<file path="src/rtl/mem_port_arbiter_pkg.sv">
// Shared types for the memory port arbiter.
//   arb_state_t : arbiter FSM states
//   owner_t     : which requester owns the bus request register
//   STREAK_W    : width of the memory-grant streak counter (limit up to 15)
package mem_arb_pkg;

    localparam int STREAK_W = 4;

    typedef enum logic [2:0] {
        IDLE,
        REQ_IF,
        REQ_MEM,
        WAIT_IF,
        WAIT_MEM,
        DRAIN
    } arb_state_t;

    typedef enum logic {
        OWN_IF,
        OWN_MEM
    } owner_t;

endpackage

</file>
<file path="src/rtl/mem_port_arbiter_if.sv">
// Unified memory bus between the arbiter (master) and the memory (slave).
//   bus_req/we/be/addr/wdata : request side, driven by the master
//   bus_gnt                  : request accepted this cycle
//   bus_rvalid/rdata         : response (read data or write ack)
interface mem_bus_if #(
    parameter int AW = 32,
    parameter int DW = 32
) ();

    logic            bus_req;
    logic            bus_we;
    logic [DW/8-1:0] bus_be;
    logic [AW-1:0]   bus_addr;
    logic [DW-1:0]   bus_wdata;
    logic            bus_gnt;
    logic            bus_rvalid;
    logic [DW-1:0]   bus_rdata;

    modport master (
        output bus_req, bus_we, bus_be, bus_addr, bus_wdata,
        input  bus_gnt, bus_rvalid, bus_rdata
    );

    modport slave (
        input  bus_req, bus_we, bus_be, bus_addr, bus_wdata,
        output bus_gnt, bus_rvalid, bus_rdata
    );

endinterface

</file>
<file path="src/rtl/mem_port_arbiter_streak.sv">
// Saturating count of consecutive memory-stage grants while a fetch waits.
//   clk, rst   : clock, asynchronous active-low reset
//   i_inc      : a memory grant was made while fetch was requesting
//   i_clr      : fetch granted or fetch not requesting (wins over i_inc)
//   o_at_limit : streak has reached MAX, next grant belongs to fetch
module arb_streak_ctr
    import mem_arb_pkg::*;
#(
    parameter int MAX = 4
) (
    input  logic clk,
    input  logic rst,
    input  logic i_inc,
    input  logic i_clr,
    output logic o_at_limit
);

    logic [STREAK_W-1:0] r_cnt;

    assign o_at_limit = (r_cnt == STREAK_W'(MAX));

    always_ff @(posedge clk or negedge rst) begin
        if (!rst) begin
            r_cnt <= '0;
        end else if (i_clr) begin
            r_cnt <= '0;
        end else if (i_inc && !o_at_limit) begin
            r_cnt <= r_cnt + 1'b1;
        end
    end

endmodule

</file>
<file path="src/rtl/mem_port_arbiter.sv">
// Arbitrates one single-ported memory bus between fetch and the memory stage.
// One transaction outstanding at a time; memory stage has priority, but after
// MAX_MEM_STREAK consecutive memory grants with a fetch waiting, fetch wins.
//   clk, rst                      : clock, asynchronous active-low reset
//   if_req/addr/kill, if_valid/rdata            : fetch requester
//   mem_req/we/be/addr/wdata, mem_valid/rdata   : memory-stage requester
//   bus (mem_bus_if.master)       : unified memory bus
//   stall_if, stall_mem           : hazard-unit stalls (combinational)
//   conflict_cnt                  : cycles with both requests high
module mem_port_arbiter
    import mem_arb_pkg::*;
#(
    parameter int AW             = 32,
    parameter int DW             = 32,
    parameter int MAX_MEM_STREAK = 4
) (
    input  logic            clk,
    input  logic            rst,
    input  logic            if_req,
    input  logic [AW-1:0]   if_addr,
    input  logic            if_kill,
    output logic            if_valid,
    output logic [DW-1:0]   if_rdata,
    input  logic            mem_req,
    input  logic            mem_we,
    input  logic [DW/8-1:0] mem_be,
    input  logic [AW-1:0]   mem_addr,
    input  logic [DW-1:0]   mem_wdata,
    output logic            mem_valid,
    output logic [DW-1:0]   mem_rdata,
    mem_bus_if.master       bus,
    output logic            stall_if,
    output logic            stall_mem,
    output logic [31:0]     conflict_cnt
);

    arb_state_t      r_state;
    arb_state_t      w_next_state;
    logic            r_bus_we;
    logic [DW/8-1:0] r_bus_be;
    logic [AW-1:0]   r_bus_addr;
    logic [DW-1:0]   r_bus_wdata;
    logic [31:0]     r_conflict_cnt;
    logic            w_grant_mem;
    logic            w_grant_if;
    logic            w_if_valid;
    logic            w_mem_valid;
    logic            w_at_limit;
    owner_t          w_owner;

    arb_streak_ctr #(
        .MAX (MAX_MEM_STREAK)
    ) u_streak (
        .clk        (clk),
        .rst        (rst),
        .i_inc      (w_grant_mem && if_req),
        .i_clr      (!if_req || w_grant_if),
        .o_at_limit (w_at_limit)
    );

    always_comb begin
        w_next_state = r_state;
        w_grant_mem  = 1'b0;
        w_grant_if   = 1'b0;
        w_if_valid   = 1'b0;
        w_mem_valid  = 1'b0;
        case (r_state)
            IDLE: begin
                w_grant_mem = mem_req && !(if_req && w_at_limit);
                w_grant_if  = !w_grant_mem && if_req && !if_kill;
                if (w_grant_mem) begin
                    w_next_state = REQ_MEM;
                end else if (w_grant_if) begin
                    w_next_state = REQ_IF;
                end
            end
            REQ_IF: begin
                // A kill coinciding with gnt means the read is already on the
                // bus, so it has to be drained rather than abandoned.
                if (bus.bus_gnt) begin
                    if (bus.bus_rvalid) begin
                        w_next_state = IDLE;
                        w_if_valid   = !if_kill;
                    end else begin
                        w_next_state = if_kill ? DRAIN : WAIT_IF;
                    end
                end else if (if_kill) begin
                    w_next_state = IDLE;
                end
            end
            REQ_MEM: begin
                if (bus.bus_gnt) begin
                    if (bus.bus_rvalid) begin
                        w_next_state = IDLE;
                        w_mem_valid  = 1'b1;
                    end else begin
                        w_next_state = WAIT_MEM;
                    end
                end
            end
            WAIT_IF: begin
                if (bus.bus_rvalid) begin
                    w_next_state = IDLE;
                    w_if_valid   = !if_kill;
                end else if (if_kill) begin
                    w_next_state = DRAIN;
                end
            end
            WAIT_MEM: begin
                if (bus.bus_rvalid) begin
                    w_next_state = IDLE;
                    w_mem_valid  = 1'b1;
                end
            end
            DRAIN: begin
                if (bus.bus_rvalid) begin
                    w_next_state = IDLE;
                end
            end
            default: w_next_state = IDLE;
        endcase
        w_owner = w_grant_mem ? OWN_MEM : OWN_IF;
    end

    always_ff @(posedge clk or negedge rst) begin
        if (!rst) begin
            r_state <= IDLE;
        end else begin
            r_state <= w_next_state;
        end
    end

    // Bus request fields are captured once at grant and held until completion.
    always_ff @(posedge clk or negedge rst) begin
        if (!rst) begin
            r_bus_we    <= 1'b0;
            r_bus_be    <= '0;
            r_bus_addr  <= '0;
            r_bus_wdata <= '0;
        end else if (w_grant_mem || w_grant_if) begin
            case (w_owner)
                OWN_MEM: begin
                    r_bus_we    <= mem_we;
                    r_bus_be    <= mem_be;
                    r_bus_addr  <= mem_addr;
                    r_bus_wdata <= mem_wdata;
                end
                default: begin
                    r_bus_we    <= 1'b0;
                    r_bus_be    <= '1;
                    r_bus_addr  <= if_addr;
                    r_bus_wdata <= '0;
                end
            endcase
        end
    end

    always_ff @(posedge clk or negedge rst) begin
        if (!rst) begin
            r_conflict_cnt <= '0;
        end else if (if_req && mem_req) begin
            r_conflict_cnt <= r_conflict_cnt + 32'd1;
        end
    end

    assign bus.bus_req   = (r_state == REQ_IF) || (r_state == REQ_MEM);
    assign bus.bus_we    = r_bus_we;
    assign bus.bus_be    = r_bus_be;
    assign bus.bus_addr  = r_bus_addr;
    assign bus.bus_wdata = r_bus_wdata;

    assign if_valid     = w_if_valid;
    assign mem_valid    = w_mem_valid;
    assign if_rdata     = bus.bus_rdata;
    assign mem_rdata    = bus.bus_rdata;
    assign stall_mem    = mem_req && !w_mem_valid;
    assign stall_if     = (if_req && !w_if_valid) || stall_mem;
    assign conflict_cnt = r_conflict_cnt;

endmodule

</file>
<file path="src/flat_wrapper.sv">
// flat-port wrapper written by rule: the top's interface ports become plain ports
module mem_port_arbiter_flat import mem_arb_pkg::*;
#(
    parameter int AW             = 32,
    parameter int DW             = 32,
    parameter int MAX_MEM_STREAK = 4
)
  (clk, rst, if_req, if_addr, if_kill, if_valid, if_rdata, mem_req, mem_we, mem_be, mem_addr, mem_wdata, mem_valid, mem_rdata, stall_if, stall_mem, conflict_cnt, bus_bus_req, bus_bus_we, bus_bus_be, bus_bus_addr, bus_bus_wdata, bus_bus_gnt, bus_bus_rvalid, bus_bus_rdata);
  mem_bus_if #(.AW(AW), .DW(DW)) bus_i ();
  input  logic clk;
  input  logic rst;
  input  logic if_req;
  input  logic [AW-1:0] if_addr;
  input  logic if_kill;
  output logic if_valid;
  output logic [DW-1:0] if_rdata;
  input  logic mem_req;
  input  logic mem_we;
  input  logic [DW/8-1:0] mem_be;
  input  logic [AW-1:0] mem_addr;
  input  logic [DW-1:0] mem_wdata;
  output logic mem_valid;
  output logic [DW-1:0] mem_rdata;
  output logic stall_if;
  output logic stall_mem;
  output logic [31:0] conflict_cnt;
  output wire logic [$bits(bus_i.bus_req)-1:0] bus_bus_req;
  output wire logic [$bits(bus_i.bus_we)-1:0] bus_bus_we;
  output wire logic [$bits(bus_i.bus_be)-1:0] bus_bus_be;
  output wire logic [$bits(bus_i.bus_addr)-1:0] bus_bus_addr;
  output wire logic [$bits(bus_i.bus_wdata)-1:0] bus_bus_wdata;
  input wire logic [$bits(bus_i.bus_gnt)-1:0] bus_bus_gnt;
  input wire logic [$bits(bus_i.bus_rvalid)-1:0] bus_bus_rvalid;
  input wire logic [$bits(bus_i.bus_rdata)-1:0] bus_bus_rdata;
  assign bus_bus_req = bus_i.bus_req;
  assign bus_bus_we = bus_i.bus_we;
  assign bus_bus_be = bus_i.bus_be;
  assign bus_bus_addr = bus_i.bus_addr;
  assign bus_bus_wdata = bus_i.bus_wdata;
  assign bus_i.bus_gnt = bus_bus_gnt;
  assign bus_i.bus_rvalid = bus_bus_rvalid;
  assign bus_i.bus_rdata = bus_bus_rdata;
  mem_port_arbiter #(.AW(AW), .DW(DW), .MAX_MEM_STREAK(MAX_MEM_STREAK)) u_core (.clk(clk), .rst(rst), .if_req(if_req), .if_addr(if_addr), .if_kill(if_kill), .if_valid(if_valid), .if_rdata(if_rdata), .mem_req(mem_req), .mem_we(mem_we), .mem_be(mem_be), .mem_addr(mem_addr), .mem_wdata(mem_wdata), .mem_valid(mem_valid), .mem_rdata(mem_rdata), .bus(bus_i), .stall_if(stall_if), .stall_mem(stall_mem), .conflict_cnt(conflict_cnt));
endmodule
</file>
<file path="config.mk">
export PLATFORM = sky130hd
export DESIGN_NAME = mem_port_arbiter_flat
export DESIGN_NICKNAME = d
export VERILOG_FILES = /design/src/rtl/mem_port_arbiter_pkg.sv /design/src/rtl/mem_port_arbiter_if.sv /design/src/rtl/mem_port_arbiter_streak.sv /design/src/rtl/mem_port_arbiter.sv /design/src/flat_wrapper.sv
export SDC_FILE = /design/constraint.sdc
export NUM_CORES = 1
export LEC_CHECK = 0
export BUFFER_PORTS_ARGS = -buffer_cell sky130_fd_sc_hd__buf_2
export CAP_MARGIN = 0
export CELL_PAD_IN_SITES_DETAIL_PLACEMENT = 1
export CELL_PAD_IN_SITES_GLOBAL_PLACEMENT = 1
export CORE_MARGIN = 1
export CORE_UTILIZATION = 34
export CTS_CLUSTER_SIZE = 28
export DETAILED_ROUTE_END_ITERATION = 7
export PLACE_DENSITY_LB_ADDON = 0.1
export RECOVER_POWER = 100
export SYNTH_ARGS = -nofsm -noshare
export SYNTH_HDL_FRONTEND = slang
export SYNTH_SLANG_ARGS = --single-unit
</file>
<file path="constraint.sdc">
create_clock -name clk -period 2.6 [get_ports clk]
set_input_delay 0.78 -clock clk [delete_from_list [all_inputs] [get_ports clk]]
set_output_delay 0.78 -clock clk [all_outputs]
set_load 0.005 [all_outputs]
</file>
* Word level (Yosys, flattened, before mapping)
Cells that the tools add are included.
** Storage, ports and cells
- Bits in registers :: 108
- Input bits :: 140
- Output and inout port bits :: 170
- Logic and storage cells :: 71
** Cells by class
- Add/sub/neg operators :: 2
- Equal/unequal tests :: 11
- Mux-type cells :: 27
- Reductions and logical operators :: 24
** Operator list (count)
- $mux 32 :: 2
- $mux 3 :: 11
- $add 32x1->32 const B :: 1
- $pmux 3 s5 :: 1
- $mux 4 :: 3
- $logic_and 1x1->1 :: 9
- $mux 1 :: 8
- $logic_not 1->1 :: 7
- $eq 3x2->1 const B :: 2
- $eq 3x3->1 const B :: 2
- $ne 3x3->1 const B :: 2
- $reduce_and 5->1 :: 1
- $add 4x1->4 const B :: 1
- $eq 4x3->1 const B :: 1
- $logic_or 1x1->1 :: 4
- $pmux 1 s2 :: 2
- $eq 3x1->1 const B :: 1
- $logic_not 3->1 :: 1
- $ne 3x1->1 const B :: 1
- $ne 2x1->1 const B :: 1
- $ne 2x2->1 const B :: 1
- $reduce_bool 2->1 :: 1
- $reduce_or 2->1 :: 1

* Longest topological paths before layout
- Word-level depth :: 10
- Gate-level depth with buffers :: 8
- Depth with buffers taken out :: 6

* Cells and area by module
Synthesis repeated with hierarchy kept, for this count alone.
** Unflattened totals
- Cells, all modules :: 478
- Area total of the unflattened synthesis :: 5272.6 um^2
** By module, submodules not included
- mem_port_arbiter :: times used 1, cells an instance 454, area an instance 5038.6 um^2
- arb_streak_ctr :: times used 1, cells an instance 24, area an instance 234.0 um^2

* Least setup slack after synthesis
No wires, ideal clock.
- Path type :: in2out
- Start :: input bus_bus_gnt
- End :: output stall_if
- Data arrival time :: 1.405 ns
- Data required time :: 1.820 ns
- Path slack :: 0.415 ns
- Stages :: 3
- Path buffers :: 0
- Cell sequence :: o21ai_0 -> nor4b_1 -> o22ai_1
** Between the ends
- Cells in the longest elaborated chain, start to end :: 5
- Elaborated cells between the ends (all ways) :: 9
- Classes of those cells :: mux: 4; reduce/logical: 5
** RTL lines
- from (decl) :: RTL line flat_wrapper.sv:32 : input wire logic [$bits(bus_i.bus_gnt)-1:0] bus_bus_gnt;
- $mux 1 :: RTL line mem_port_arbiter.sv:80 : if (bus.bus_gnt) begin
- $pmux 1 s2 :: RTL line mem_port_arbiter.sv:67 : case (r_state)
- net if_valid :: RTL line flat_wrapper.sv:15 : output logic if_valid;
- $logic_not 1->1 :: RTL line mem_port_arbiter.sv:177 : assign stall_if = (if_req && !w_if_valid) || stall_mem;
- $logic_and 1x1->1 :: RTL line mem_port_arbiter.sv:177
- $logic_or 1x1->1 :: RTL line mem_port_arbiter.sv:177
- to (decl) :: RTL line flat_wrapper.sv:24 : output logic stall_if;
The timed path passes the listed nets, and every way through them passes these cells.

* Worst setup path after layout
- Start :: input bus_bus_gnt
- End :: output stall_if
** Between the ends
- Cells in the longest elaborated chain, start to end :: 5
- Elaborated cells between the ends (all ways) :: 9
- Classes of those cells :: mux: 4; reduce/logical: 5
** RTL lines (RTL line)
- $mux 1, on equally long branches :: mem_port_arbiter.sv:80, mem_port_arbiter.sv:92
- $pmux 1 s2 :: mem_port_arbiter.sv:67
- $logic_not 1->1, on equally long branches :: mem_port_arbiter.sv:177, mem_port_arbiter.sv:176
- $logic_and 1x1->1, on equally long branches :: mem_port_arbiter.sv:177, mem_port_arbiter.sv:176
- $logic_or 1x1->1 (*) :: mem_port_arbiter.sv:177
Every way passes the cells marked *; elsewhere a longest branch is shown, timed or not.

==> metrics.md <==
| Metric | Value |
|---|---|
| Status | finished, final reports clean |
| Reg clk slew, reported paths | 70 ps |
| Synth Warn # | 0 |
| Largest net degree at the start of global routing | 42 |
| Synth Flop Type | dfrtp_1 |
| CTS tree | built |
| Row count | 46 |
| Max Cap Violations | 0 |
| Post-synth top area cell | dfrtp_1 |
| Area Growth Syn to Fin | 14.58% |
| Hold/Removal Path Class | reg -> reg |
| # IOs | 310 |
| Seq/Total Area, Yosys | 0.4772 |
| Final setup fails | 0 |
| GRT Util Overall | 0.1635 |
| Slew Viols, Final | 0 |
| DP Area | ~0.0065 mm^2 |
| Most frequent cells in the layout | 133 x buf_2, 106 x dfrtp_1, 83 x clkbuf_1, 33 x a22o_1, 28 x mux2_4 |
| Arr. time, crit path | 1660 ps |
| First-pass GRT wire length | 21,690 um |
| DR vias | around 3,900 |
| Worst setup SP type | primary input |
| Highest clock rate | 410.3 MHz |
| Total leakage power | 3.160 nW |
| Slew headroom | 0.3112 |
| Clk sink count | 108 |
| Initial antenna violation count | 0 |
| Async SR Flop Fraction | 1.000 |
| DRC violations left | 0 |
| Worst-margin pin slew | between 1000 and 1500 ps |
| Dpl cells | 806 |
| Share of layout cells above drive strength 1 | 0.3416 |
| ANT nets after route | 0 |
| Drt total wl | 13,680 um |
| Half-perimeter wire length after placement | slightly above 10,000 um |
| Syn_area_per_cell | 12.53 um^2 |
| CTS Buf Count | 9 |
| Crit Path Class | in -> out |
| NumNets Final | roughly 740 |
| Worst Clk Skew | 7.501 ps |
| Later-pin clock latency in the skew report | 350 ps |
| Fin cells | approximately 820 |
| Fill count | 1,847 |
| Total global routing overflow | 0 |
| Post-route cell area | 0.006489 mm^2 |
| Final critical-path required period | roughly 2400 ps |
| Post-route setup TNS | 0 ps |
| Cells after Synth | 452 |
| VDD IR-drop max | 0.4392 mV |
| Root Buffer | clkbuf_16 |
| First-pass iteration count of the detailed router | 4 |
| Seq cells post-synth | ~110 |
| RSZ-0062 raised after global routing | no |
| Via/cell ratio | around 4.8 |
| Synth area leaders | dfrtp_1 48%, mux2_4 14%, buf_4 8.6%, a22o_1 5.1%, xor2_1 3.1% |
| Clock buffer depth | 2 |
| Mapped cell area | about 0.0057 mm^2 |
| Post-route clock period utilization | 0.9374 |
| Die area | around 0.017 mm^2 |
| PD cells | 976.6 mW/mm^2 |
| Number of global-route vias before repair | 4,262 |
| Synth cell types | 51 |
| Post-synthesis net count | 595 |
| H-tree Lvls | 3 |
| Port bufs | 213 |
| Core Region | 0.01606 mm^2 |
| Commonest non-fill, non-tap cell in the layout | buf_2 |
| Routed WL per cell | 16.65 um |
| Hold Vio Cnt, Final | 0 |
| Number of DRC markers in iteration 0 | 138 |
| Top cell type's share of synthesized area | 0.4772 |
| Hold slack | roughly 470 ps |
| CP max FO | 5 |
| Die width | 131.1 um |
| Post-synth EDFFs | 0 |
| GPL Wtd Cong | 0.7962 |
| Die Y-Extent | 131.1 um |
| Crit end category | primary output |
| Final core utilization | 0.4041 |
| Ant. Diodes | 0 |
| Initial core utilization | 0.3527 |
| CP required | 1820 ps |
[Yosys cell counts, types with 2 or more instances]
master / n
dfrtp_1: 108
buf_4: 65
mux2_4: 52
a22o_1: 33
xor2_1: 20
nor2_1: 15
mux2_2: 14
nand2_1: 13
xnor2_1: 13
inv_1: 12
buf_2: 9
buf_6: 8
nand3_1: 8
nor3_1: 8
a21oi_1: 5
and4_1: 5
nand4_1: 5
nor3_2: 5
clkbuf_1: 4
nor4_1: 4
o22a_1: 4
and3_1: 3
ha_1: 3
nand2b_1: 3
o21ai_0: 3
a211oi_1: 2
a21boi_0: 2
nand3b_1: 2
o21bai_1: 2
[final timing paths]
check	from	end	slack, ps	cells after the start
setup / recovery	bus_bus_gnt	stall_if	160	5
max in group asynchronous	rst	u_core.bus.bus_be[2]$_DFFE_PN0P_	550	2
hold / removal	u_core.conflict_cnt[31]$_DFFE_PN0P_	u_core.conflict_cnt[31]$_DFFE_PN0P_	470	1
setup reg to reg	u_core.u_streak.r_cnt[0]$_DFFE_PN0P_	u_core.bus.bus_addr[12]$_DFFE_PN0P_	280	7
min in group asynchronous	rst	u_core.conflict_cnt[28]$_DFFE_PN0P_	530	1
hold reg to reg	u_core.conflict_cnt[31]$_DFFE_PN0P_	u_core.conflict_cnt[31]$_DFFE_PN0P_	470	1
[metal layers]
layer | up-vias | global-route usage | share of wire
met3 | 13 | 0.06006 | 0.079
met4 | 0 | 0.04395 | 0.011
met1 | 1947 | 0.2073 | 0.44
met2 | 153 | 0.2621 | 0.47
met5 | - | 0 | 0
li1 | 1821 | - | -
[critical path, cell delays in order]
cell      delay [ps]
buf_2            130
o21ai_0          120
nor4b_1          380
o22ai_1          120
clkbuf_1         120
[where the power goes]
part           internal [W]  switching, W  total [W]
Clock              0.000745      0.000638    0.00138
Combinational       0.00122       0.00107    0.00229
Sequential          0.00227      0.000395    0.00267
Total               0.00423       0.00210    0.00634
[flip-flops by register name, indices dropped and copies added, names as in the netlist]
| name | flops |
|---|---|
| u_core.bus.bus_addr | 32 |
| u_core.conflict_cnt | 32 |
| u_core.u_streak.r_cnt | 4 |
| u_core.bus.bus_wdata | 32 |
| u_core.bus.bus_be | 4 |
| u_core.bus.bus_we | 1 |
| u_core.r_state | 3 |
[final cells by class]
| cell class | instances | area [um^2] | area share |
|---|---|---|---|
| Clock buffer | 9 | 225.2 | 0.03471 |
| Clock inverter | 7 | 66.31 | 0.01022 |
| Inverter | 12 | 45.04 | 0.006942 |
| Multi-Input combinational cell | 246 | 2127 | 0.3278 |
| Sequential cell | 108 | 2705 | 0.4169 |
| Tap cell | 216 | 270.3 | 0.04165 |
| Timing Repair Buffer | 224 | 1050 | 0.1618 |
[logic make-up after synthesis]
| kind of cell | count (synthesis) | share of synthesized area |
|---|---|---|
| flip-flops | 108 | 0.4772 |
| buffers and inverters | 98 | 0.1206 |
| AND/OR/NAND/NOR | 85 | 0.09611 |
| multiplexers | 67 | 0.1675 |
| AO/OA/AOI/OAI | 58 | 0.08086 |
| XOR/XNOR | 33 | 0.05104 |
| adder cells (fa/ha/maj) | 3 | 0.006629 |
[what timing repair did]
item | CTS | global route
gates resized for setup | 0 | 2
hold buffers | 0 | 0
setup endpoints to repair | 0 | 1
buffers inserted | 0 | 0
[through the flow]
step                total power, W  setup slack (ps)
finish                    0.006337             162.8
global route              0.006801             49.73
CTS                       0.006822             66.73
detailed placement        0.005388             173.3
global placement          0.005311             200.0
floorplan                 0.004433             415.2
Power figures use the tool's default switching activity.
